File: src/rtl/motor_pkg.sv
// Shared definitions for the stepper phase driver.
// Build option: HALF_STEP_EN selects the 8-entry half-step sequence.
package motor_pkg;

    localparam logic [1:0] CMD_STOP = 2'b00;
    localparam logic [1:0] CMD_CW   = 2'b01;
    localparam logic [1:0] CMD_CCW  = 2'b11;

    typedef enum logic [1:0] {
        ST_IDLE,
        ST_RUN_CW,
        ST_RUN_CCW,
        ST_REV_WAIT
    } state_t;

    localparam logic [15:0] FULL_PAT = {
        4'b1001, 4'b1100, 4'b0110, 4'b0011
    };

    localparam logic [31:0] HALF_PAT = {
        4'b1001, 4'b1000, 4'b1100, 4'b0100,
        4'b0110, 4'b0010, 4'b0011, 4'b0001
    };

`ifdef HALF_STEP_EN
    localparam int NPH     = 8;
    localparam int MOD_MUL = 2;
`else
    localparam int NPH     = 4;
    localparam int MOD_MUL = 1;
`endif

    localparam int PH_W = 3;

    function automatic logic [3:0] coil_pat(input logic [PH_W-1:0] idx);
        logic [3:0] pat;
        pat = 4'b0000;
`ifdef HALF_STEP_EN
        case (idx)
            3'd0:    pat = HALF_PAT[3:0];
            3'd1:    pat = HALF_PAT[7:4];
            3'd2:    pat = HALF_PAT[11:8];
            3'd3:    pat = HALF_PAT[15:12];
            3'd4:    pat = HALF_PAT[19:16];
            3'd5:    pat = HALF_PAT[23:20];
            3'd6:    pat = HALF_PAT[27:24];
            default: pat = HALF_PAT[31:28];
        endcase
`else
        case (idx)
            3'd0:    pat = FULL_PAT[3:0];
            3'd1:    pat = FULL_PAT[7:4];
            3'd2:    pat = FULL_PAT[11:8];
            3'd3:    pat = FULL_PAT[15:12];
            default: pat = 4'b0000;
        endcase
`endif
        return pat;
    endfunction

endpackage

File: src/rtl/divisor_tick.sv
// Prescaler producing a one-cycle tick every DIV enabled cycles.
// Clear has priority over enable and restarts the count at zero.
module divisor_tick #(
    parameter int DIV = 4
) (
    input  logic clk,
    input  logic rst_n,
    input  logic i_en,
    input  logic i_clr,
    output logic o_tick
);

    localparam int CW = $clog2(DIV);
    localparam logic [CW-1:0] LAST = CW'(DIV - 1);

    logic [CW-1:0] r_cnt;

    always_ff @(posedge clk or negedge rst_n) begin
        if (!rst_n) begin
            r_cnt <= '0;
        end else if (i_clr) begin
            r_cnt <= '0;
        end else if (i_en) begin
            r_cnt <= (r_cnt == LAST) ? '0 : r_cnt + CW'(1);
        end
    end

    assign o_tick = i_en & ~i_clr & (r_cnt == LAST);

endmodule

File: src/rtl/driver_motor_paso.sv
// Stepper phase driver: tick-paced run/reverse FSM, coil sequencer, position count.
// Build option: HALF_STEP_EN (half-step table, position counts half-steps).
module driver_motor_paso
    import motor_pkg::*;
#(
    parameter int CLK_DIV       = 50000,
    parameter int STEPS_PER_REV = 200,
    parameter int HOLD_TICKS    = 8
) (
    input  logic        clk,
    input  logic        rst_n,
    input  logic        enable,
    input  logic [1:0]  cmd,
    output logic [3:0]  coils,
    output logic [15:0] pos,
    output logic        step_pulse,
    output logic        busy
);

    localparam int MOD = MOD_MUL * STEPS_PER_REV;
    localparam int HW  = $clog2(HOLD_TICKS + 1);
    localparam logic [15:0]     POS_MAX  = 16'(MOD - 1);
    localparam logic [PH_W-1:0] PH_MAX   = PH_W'(NPH - 1);
    localparam logic [HW-1:0]   HOLD_MAX = HW'(HOLD_TICKS);

    state_t          r_state;
    logic [PH_W-1:0] r_phase;
    logic [15:0]     r_pos;
    logic [3:0]      r_coils;
    logic            r_pulse;
    logic [HW-1:0]   r_hold;

    state_t          w_state_n;
    logic [PH_W-1:0] w_phase_n;
    logic [15:0]     w_pos_n;
    logic [3:0]      w_coils_n;
    logic            w_pulse_n;
    logic [HW-1:0]   w_hold_n;
    logic            w_tick;
    logic            w_go_cw;
    logic            w_go_ccw;
    logic            w_release;
    logic [PH_W-1:0] w_ph_inc;
    logic [PH_W-1:0] w_ph_dec;
    logic [15:0]     w_pos_inc;
    logic [15:0]     w_pos_dec;

    divisor_tick #(
        .DIV (CLK_DIV)
    ) u_div (
        .clk    (clk),
        .rst_n  (rst_n),
        .i_en   (enable),
        .i_clr  (~enable),
        .o_tick (w_tick)
    );

    always_comb begin
        w_ph_inc  = (r_phase == PH_MAX) ? '0 : r_phase + PH_W'(1);
        w_ph_dec  = (r_phase == '0) ? PH_MAX : r_phase - PH_W'(1);
        w_pos_inc = (r_pos == POS_MAX) ? '0 : r_pos + 16'd1;
        w_pos_dec = (r_pos == '0) ? POS_MAX : r_pos - 16'd1;
    end

    // Next-state decode; cmd only matters on tick cycles
    always_comb begin
        w_state_n = r_state;
        w_hold_n  = r_hold;
        w_go_cw   = 1'b0;
        w_go_ccw  = 1'b0;
        w_release = 1'b0;
        if (!enable) begin
            w_state_n = ST_IDLE;
            w_hold_n  = '0;
            w_release = 1'b1;
        end else if (w_tick) begin
            unique case (r_state)
                ST_IDLE: begin
                    if (cmd == CMD_CW) begin
                        w_state_n = ST_RUN_CW;
                        w_go_cw   = 1'b1;
                    end else if (cmd == CMD_CCW) begin
                        w_state_n = ST_RUN_CCW;
                        w_go_ccw  = 1'b1;
                    end else if (r_hold != HOLD_MAX) begin
                        w_hold_n  = r_hold + HW'(1);
                        w_release = (r_hold + HW'(1)) == HOLD_MAX;
                    end
                end
                ST_RUN_CW: begin
                    if (cmd == CMD_CW) begin
                        w_go_cw = 1'b1;
                    end else if (cmd == CMD_CCW) begin
                        w_state_n = ST_REV_WAIT;
                    end else begin
                        w_state_n = ST_IDLE;
                        w_hold_n  = '0;
                    end
                end
                ST_RUN_CCW: begin
                    if (cmd == CMD_CCW) begin
                        w_go_ccw = 1'b1;
                    end else if (cmd == CMD_CW) begin
                        w_state_n = ST_REV_WAIT;
                    end else begin
                        w_state_n = ST_IDLE;
                        w_hold_n  = '0;
                    end
                end
                ST_REV_WAIT: begin
                    if (cmd == CMD_CW) begin
                        w_state_n = ST_RUN_CW;
                        w_go_cw   = 1'b1;
                    end else if (cmd == CMD_CCW) begin
                        w_state_n = ST_RUN_CCW;
                        w_go_ccw  = 1'b1;
                    end else begin
                        w_state_n = ST_IDLE;
                        w_hold_n  = '0;
                    end
                end
            endcase
        end
    end

    always_comb begin
        w_phase_n = r_phase;
        w_pos_n   = r_pos;
        w_coils_n = r_coils;
        w_pulse_n = w_go_cw | w_go_ccw;
        if (w_go_cw) begin
            w_phase_n = w_ph_inc;
            w_pos_n   = w_pos_inc;
            w_coils_n = coil_pat(w_ph_inc);
        end else if (w_go_ccw) begin
            w_phase_n = w_ph_dec;
            w_pos_n   = w_pos_dec;
            w_coils_n = coil_pat(w_ph_dec);
        end else if (w_release) begin
            w_coils_n = 4'b0000;
        end
    end

    always_ff @(posedge clk or negedge rst_n) begin
        if (!rst_n) begin
            r_state <= ST_IDLE;
            r_phase <= '0;
            r_pos   <= '0;
            r_coils <= '0;
            r_pulse <= 1'b0;
            r_hold  <= '0;
        end else begin
            r_state <= w_state_n;
            r_phase <= w_phase_n;
            r_pos   <= w_pos_n;
            r_coils <= w_coils_n;
            r_pulse <= w_pulse_n;
            r_hold  <= w_hold_n;
        end
    end

    assign coils      = r_coils;
    assign pos        = r_pos;
    assign step_pulse = r_pulse;
    assign busy       = (r_state != ST_IDLE);

endmodule

File: config.mk
export PLATFORM = sky130hd
export DESIGN_NAME = driver_motor_paso
export DESIGN_NICKNAME = d
export VERILOG_FILES = /design/src/rtl/motor_pkg.sv /design/src/rtl/divisor_tick.sv /design/src/rtl/driver_motor_paso.sv
export SDC_FILE = /design/constraint.sdc
export NUM_CORES = 1
export LEC_CHECK = 0
export CAP_MARGIN = 20
export CORE_UTILIZATION = 59
export DETAILED_ROUTE_END_ITERATION = 6
export PLACE_DENSITY = 0.81
export RECOVER_POWER = 25
export SLEW_MARGIN = 10
export SYNTH_ARGS = -nofsm -noshare
export SYNTH_HDL_FRONTEND = slang
export SYNTH_HIERARCHICAL = 1
export SYNTH_SLANG_ARGS = --single-unit
File: constraint.sdc
create_clock -name clk -period 3.7 [get_ports clk]
set_input_delay 0.74 -clock clk [delete_from_list [all_inputs] [get_ports clk]]
set_output_delay 0.74 -clock clk [all_outputs]
set_load 0.01 [all_outputs]
# Yosys cells after proc, flatten, opt, wreduce, memory -nomap -nowiden
# Cells that the tools add are included.
dict set report classes {
  muxes 51
  addsub 6
  n_eq_ne 26
  bitwise 2
  reduce_logical 13
}
# op n
set op_table {}
lappend op_table {{$mux W16} 6}
lappend op_table {{$mux W4} 12}
lappend op_table {{$add A16 B1 Y16 const B} 2}
lappend op_table {{$pmux W4 S4} 2}
lappend op_table {{$ne A3 B3 Y1 const B} 8}
lappend op_table {{$mux W2} 10}
lappend op_table {{$eq A16 B16 Y1 const B} 1}
lappend op_table {{$eq A16 B8 Y1 const B} 1}
lappend op_table {{$logic_not A16 Y1} 1}
lappend op_table {{$sub A16 B1 Y16 const B} 1}
lappend op_table {{$eq A3 B2 Y1 const B} 5}
lappend op_table {{$mux W1} 14}
lappend op_table {{$mux W3} 4}
lappend op_table {{$pmux W4 S3} 1}
lappend op_table {{$logic_not A3 Y1} 3}
lappend op_table {{$ne A4 B4 Y1 const B} 2}
lappend op_table {{$pmux W2 S4} 1}
lappend op_table {{$reduce_and A8 Y1} 1}
lappend op_table {{$eq A2 B2 Y1 const B} 3}
lappend op_table {{$eq A3 B1 Y1 const B} 2}
lappend op_table {{$add A4 B1 Y4 const B} 1}
lappend op_table {{$eq A2 B1 Y1 const B} 2}
lappend op_table {{$eq A4 B4 Y1 const B} 1}
lappend op_table {{$reduce_and A4 Y1} 1}
lappend op_table {{other kinds (11)} 13}
dict set report word_totals {
  output_inout_bits 22
  reg_bits 46
}

# Logic depth before layout (Yosys ltp)
dict set report depth {
  word_depth 11
  ltp_mapped 12
  ltp_nobuf 9
}

# Cells and area by module
# Netlist, hierarchy kept.
# module cells_each area_each_um2 n_inst
set by_module_without_submodules {}
lappend by_module_without_submodules {driver_motor_paso 290 2488.6 1}
lappend by_module_without_submodules {divisor_tick 103 977.2 1}

# Worst setup path after synthesis
# OpenSTA, ideal clock, no wires.
dict set report synth_path {
  kind {input-to-reg}
  startpoint {input enable}
  endpoint {register r_pos[13], in the netlist pos[13]}
  setup_slack_ns 0.876
  cell_stages 8
  setup_ns 0.104
  arrival_ns 2.720
  cell_sequence {inv_1 > or2b_4 > nor2_1 > nand3_1 > or2_2 > clkbuf_1 > or4_1 > o311ai_1}
}
dict set report synth_via {
  elab_chain_len 4
  word_cells_on_any_way 7
  cone_classes {5 x mux; 1 x bitwise; 1 x reduce/logical}
}
# element line_no
set synth_lines {}
lappend synth_lines {{start, declared} driver_motor_paso.sv:12} ;# input logic enable,
lappend synth_lines {{$and A1 B1 Y1 *} divisor_tick.sv:28} ;# assign o_tick = i_en & ~i_clr & (r_cnt == LAST);
lappend synth_lines {{via w_tick} driver_motor_paso.sv:39} ;# logic w_tick;
lappend synth_lines {{$mux W1} driver_motor_paso.sv:76} ;# end else if (w_tick) begin
lappend synth_lines {{$mux W1} driver_motor_paso.sv:72} ;# if (!enable) begin
lappend synth_lines {{$mux W16 or $reduce_bool A2 Y1 (tied branches)} -}
lappend synth_lines {{end signal, assigned} driver_motor_paso.sv:155} ;# r_pos <= w_pos_n;
lappend synth_lines {{end, declared} driver_motor_paso.sv:28} ;# logic [15:0] r_pos;
# The timed path passes the listed nets; every way through them passes the cells marked *.
# A chain may end at the register's enable or synchronous reset.

# Worst setup path in the final report
dict set report layout_path {
  startpoint {input enable}
  endpoint {register r_pos[8], in the netlist pos[8]}
}
# Same word-level chain as after synthesis.

==> results.toml <==
[synthesis]
synth_mux_area_share_pct = 1.733
syn_area_per_cell_sq_um = 8.819
synthAdderAreaFrac_pct = 5.415
mappedNetlistNets = 413
synth.top_cell.area_share_pct = 33.21
yosys.area_share.xor_xnor_pct = 1.011
ys_ff_latch = 46
async_reset_ff_share_pct = 100.0
synth_warnings = 6
synthSimpleGateAreaFrac_pct = 30.76
syn_inst = 393
ys_seq_area_share_pct = 33.21
synth_top_area_cell = "dfrtp_1"
synth_compound_area_share_pct = 23.18
synth_top_family_by_area = "simple AND/OR/NAND/NOR gates"
synth_edf_count = 0
ys.flop_type = "dfrtp_1"
yosys-top-cells-area = "dfrtp_1 33%, ha_1 5.4%, o21ai_0 5.1%"
synth_cell_type_count = 74
synthesis.area_sq_um = 3466

[timing]
setup_tns_ps = 0
skew_ps = 9.713
rsz0062_at_grt = "false"
finalSetupViolCount = 0
period_needed_ps = 3230
slew_violations = 29
max_freq_mhz = 309.6
tightest_slew_ps = 1522
hold_viol = 0
period_share_pct = 87.29
relSlewSlack_pct = -1.442
worst_slack_ps = 470.3

[worst_setup_path]
worstPathRequired_ps = 3940
cp_max_fo = 10
worstPathArrival_ps = 3470
crit_type = "in -> reg"
endpoint_kind = "flop"
crit_path_start_kind = "input pin"

[clock_network]
cts_hold_buf = 0
cts_tree = "done"
h-tree-depth = 2
cts_resized = 0
clk_transition_reported_paths_ps = 100
cts_setup_buffers = 0
cts_buffer_depth = 2
clock_latency_ps = 310
cts_root_buffer = "clkbuf_8"
numCtsBuffers = 5
clkSinkCount = 46

[pwr]
ir_worst_vdd_uv = 174.6
powerDensity_nw_per_um2 = 256.8
p_int_mw = 0.7430
clockPowerShare_pct = 39.1
switching_share_pct = 25.16
power_leakage_nw = 1.532
seqPwrFrac_pct = 53.0
p_switching_mw = 0.2497
combPwrFrac_pct = 7.9

[placement]
dp_hpwl_um = 5997
place.gp.congestion = 0.9485
port_buffers = 26
post-place-ws_ps = 164.2

[global_routing]
grt_util_all_layers_pct = 29.93
grt.overflow.total = 0
grt_max_degree = 47
grt_pass1_vias = 3101
grt_pass1_wl_um = 14730
antenna_found_initial = 0

[detailed_routing]
wl_um = 8659
route.antenna.remaining_nets = 0
drc = 0
routedWlPerCell_um = 17.82
vias = 3288
viasPerCell = 6.765
first_iter_violations = 253
first_pass_iters = 5

[outcome]
status = "complete, but fails checks"
violations = "capacitance limit, slew limit"

[die]
dieWidth_um = 78.65
die_h_um = 78.65
start_util_pct = 62.18
core_area_sq_um = 5574
boundaryPins = 27
num_rows = 27
design.die.area_sq_um = 6185

[finish]
syn2layout_area_growth_pct = 11.55
nets = 433
diodes = 0
drive_gt1_share_pct = 9.179
final_core_util_pct = 69.36

[worst_hold_path]
min_path_type = "reg -> reg"

[run]
max_cap_viol_count = 1
worst max-delay path, cell delays in order:
cell and delay (ps):
clkdlybuf4s50_1 550, buf_4 180, or2b_4 290, nor2_1 200
nand2_1 110, or3_1 570, nor2_2 480, a221oi_1 180
mux2i_1 160
area by class of cell:
cell class | instances | area [sq um]
well taps | 72 | 90.09
clock buffers | 6 | 72.57
repair buffers | 33 | 302.8
fillers | 466 | 1708
inverters | 16 | 60.06
clock inverters | 2 | 37.54
multi-input cells | 311 | 2152
flip-flops and latches | 46 | 1151
synthesized netlist by cell type (3+ instances only):
cell and number:
nor3b_1 6, o211ai_1 9, mux2i_1 6, dfrtp_1 46
a21o_1 5, clkbuf_1 15, nor2_1 15, inv_1 15
or4_1 11, a221oi_1 4, nand4_1 10, or3_1 7
o21ai_0 35, or2_2 4, ha_1 15, buf_6 3
nor3_1 20, and3_1 8, a221o_1 4, nor2b_1 3
nor4_1 6, o22a_1 3, a21oi_1 12, nand2_1 28
xnor2_1 3, nand3_1 18, a31oi_1 12, nand2b_1 8
metal layers:
metal  vias to the layer above  wire [um]  GRT usage, %  share of wire, %
li1                       1560          -             -                 -
met3                         8        601         5.349               6.9
met1                      1596       3724         38.13                43
met4                         0         82         9.259              0.95
met2                       124       4250         51.22                49
met5                         -          0             0                 0
power by group through the flow:
stage	Sequential [mW]	Combinational, mW	Clock (mW)
6_report	0.526	0.0789	0.388
5_1_grt	0.528	0.0897	0.412
4_1_cts	0.525	0.0794	0.392
3_5_place_dp	0.535	0.0793	0
3_3_place_gp	0.535	0.0770	0
2_1_floorplan	0.531	0.0490	0
registers in the layout, summed over array words and instances (netlist names):
name         flops
step_pulse       1
r_phase          3
u_div/r_cnt     16
pos             16
r_hold           4
r_state          2
coils            4
kinds of logic after synthesis:
kind of cell,Yosys count
flip-flops,46
XOR/XNOR,4
AND/OR/NAND/NOR,171
multiplexers,6
buffers and inverters,36
AO/OA/AOI/OAI,115
adder cells (fa/ha/maj),15
layout by cell type (no fill, tap or decap), drive strengths merged, types with 3 or more instances in the layout:
cell	instances
dfrtp	46
o21ai	35
nand2	29
clkdlybuf4s50	25
nor3	21
nand3	18
nor2	17
inv	15
ha	15
or4	13
a21oi	12
a31oi	12
nand4	11
o211ai	9
nand2b	8
and3	8
nor4	8
clkbuf	8
or3	7
mux2i	6
nor3b	6
buf	6
a21o	5
or2	4
a221oi	4
a221o	4
nor2b	3
o22a	3
xnor2	3
nor4b	3
a41oi	3
and4bb	3
final timing paths:
kind	start	endpoint	slack (ps)	cells past startpoint
hold / removal	coils[3]	coils[3]	490	1
setup reg to reg	u_div/r_cnt[0]	pos[8]	740	9
min in group asynchronous	rst_n	pos[1]	610	1
max in group asynchronous	rst_n	u_div/r_cnt[14]	1140	2
setup / recovery	enable	pos[8]	470	9
hold reg to reg	coils[3]	coils[3]	490	1
metrics by stage:
step	cells	hold WS (ps)	cell area, sq um	power (mW)
after floorplan	393	444.4	3466	0.5802
after global placement	477	468.3	3754	0.6117
after detailed placement	477	472.0	3754	0.6146
after CTS	485	493.3	3864	0.9968
after global routing	486	518.8	3866	1.029
final	486	486.5	3866	0.9927
Power figures use the tool's default switching activity.
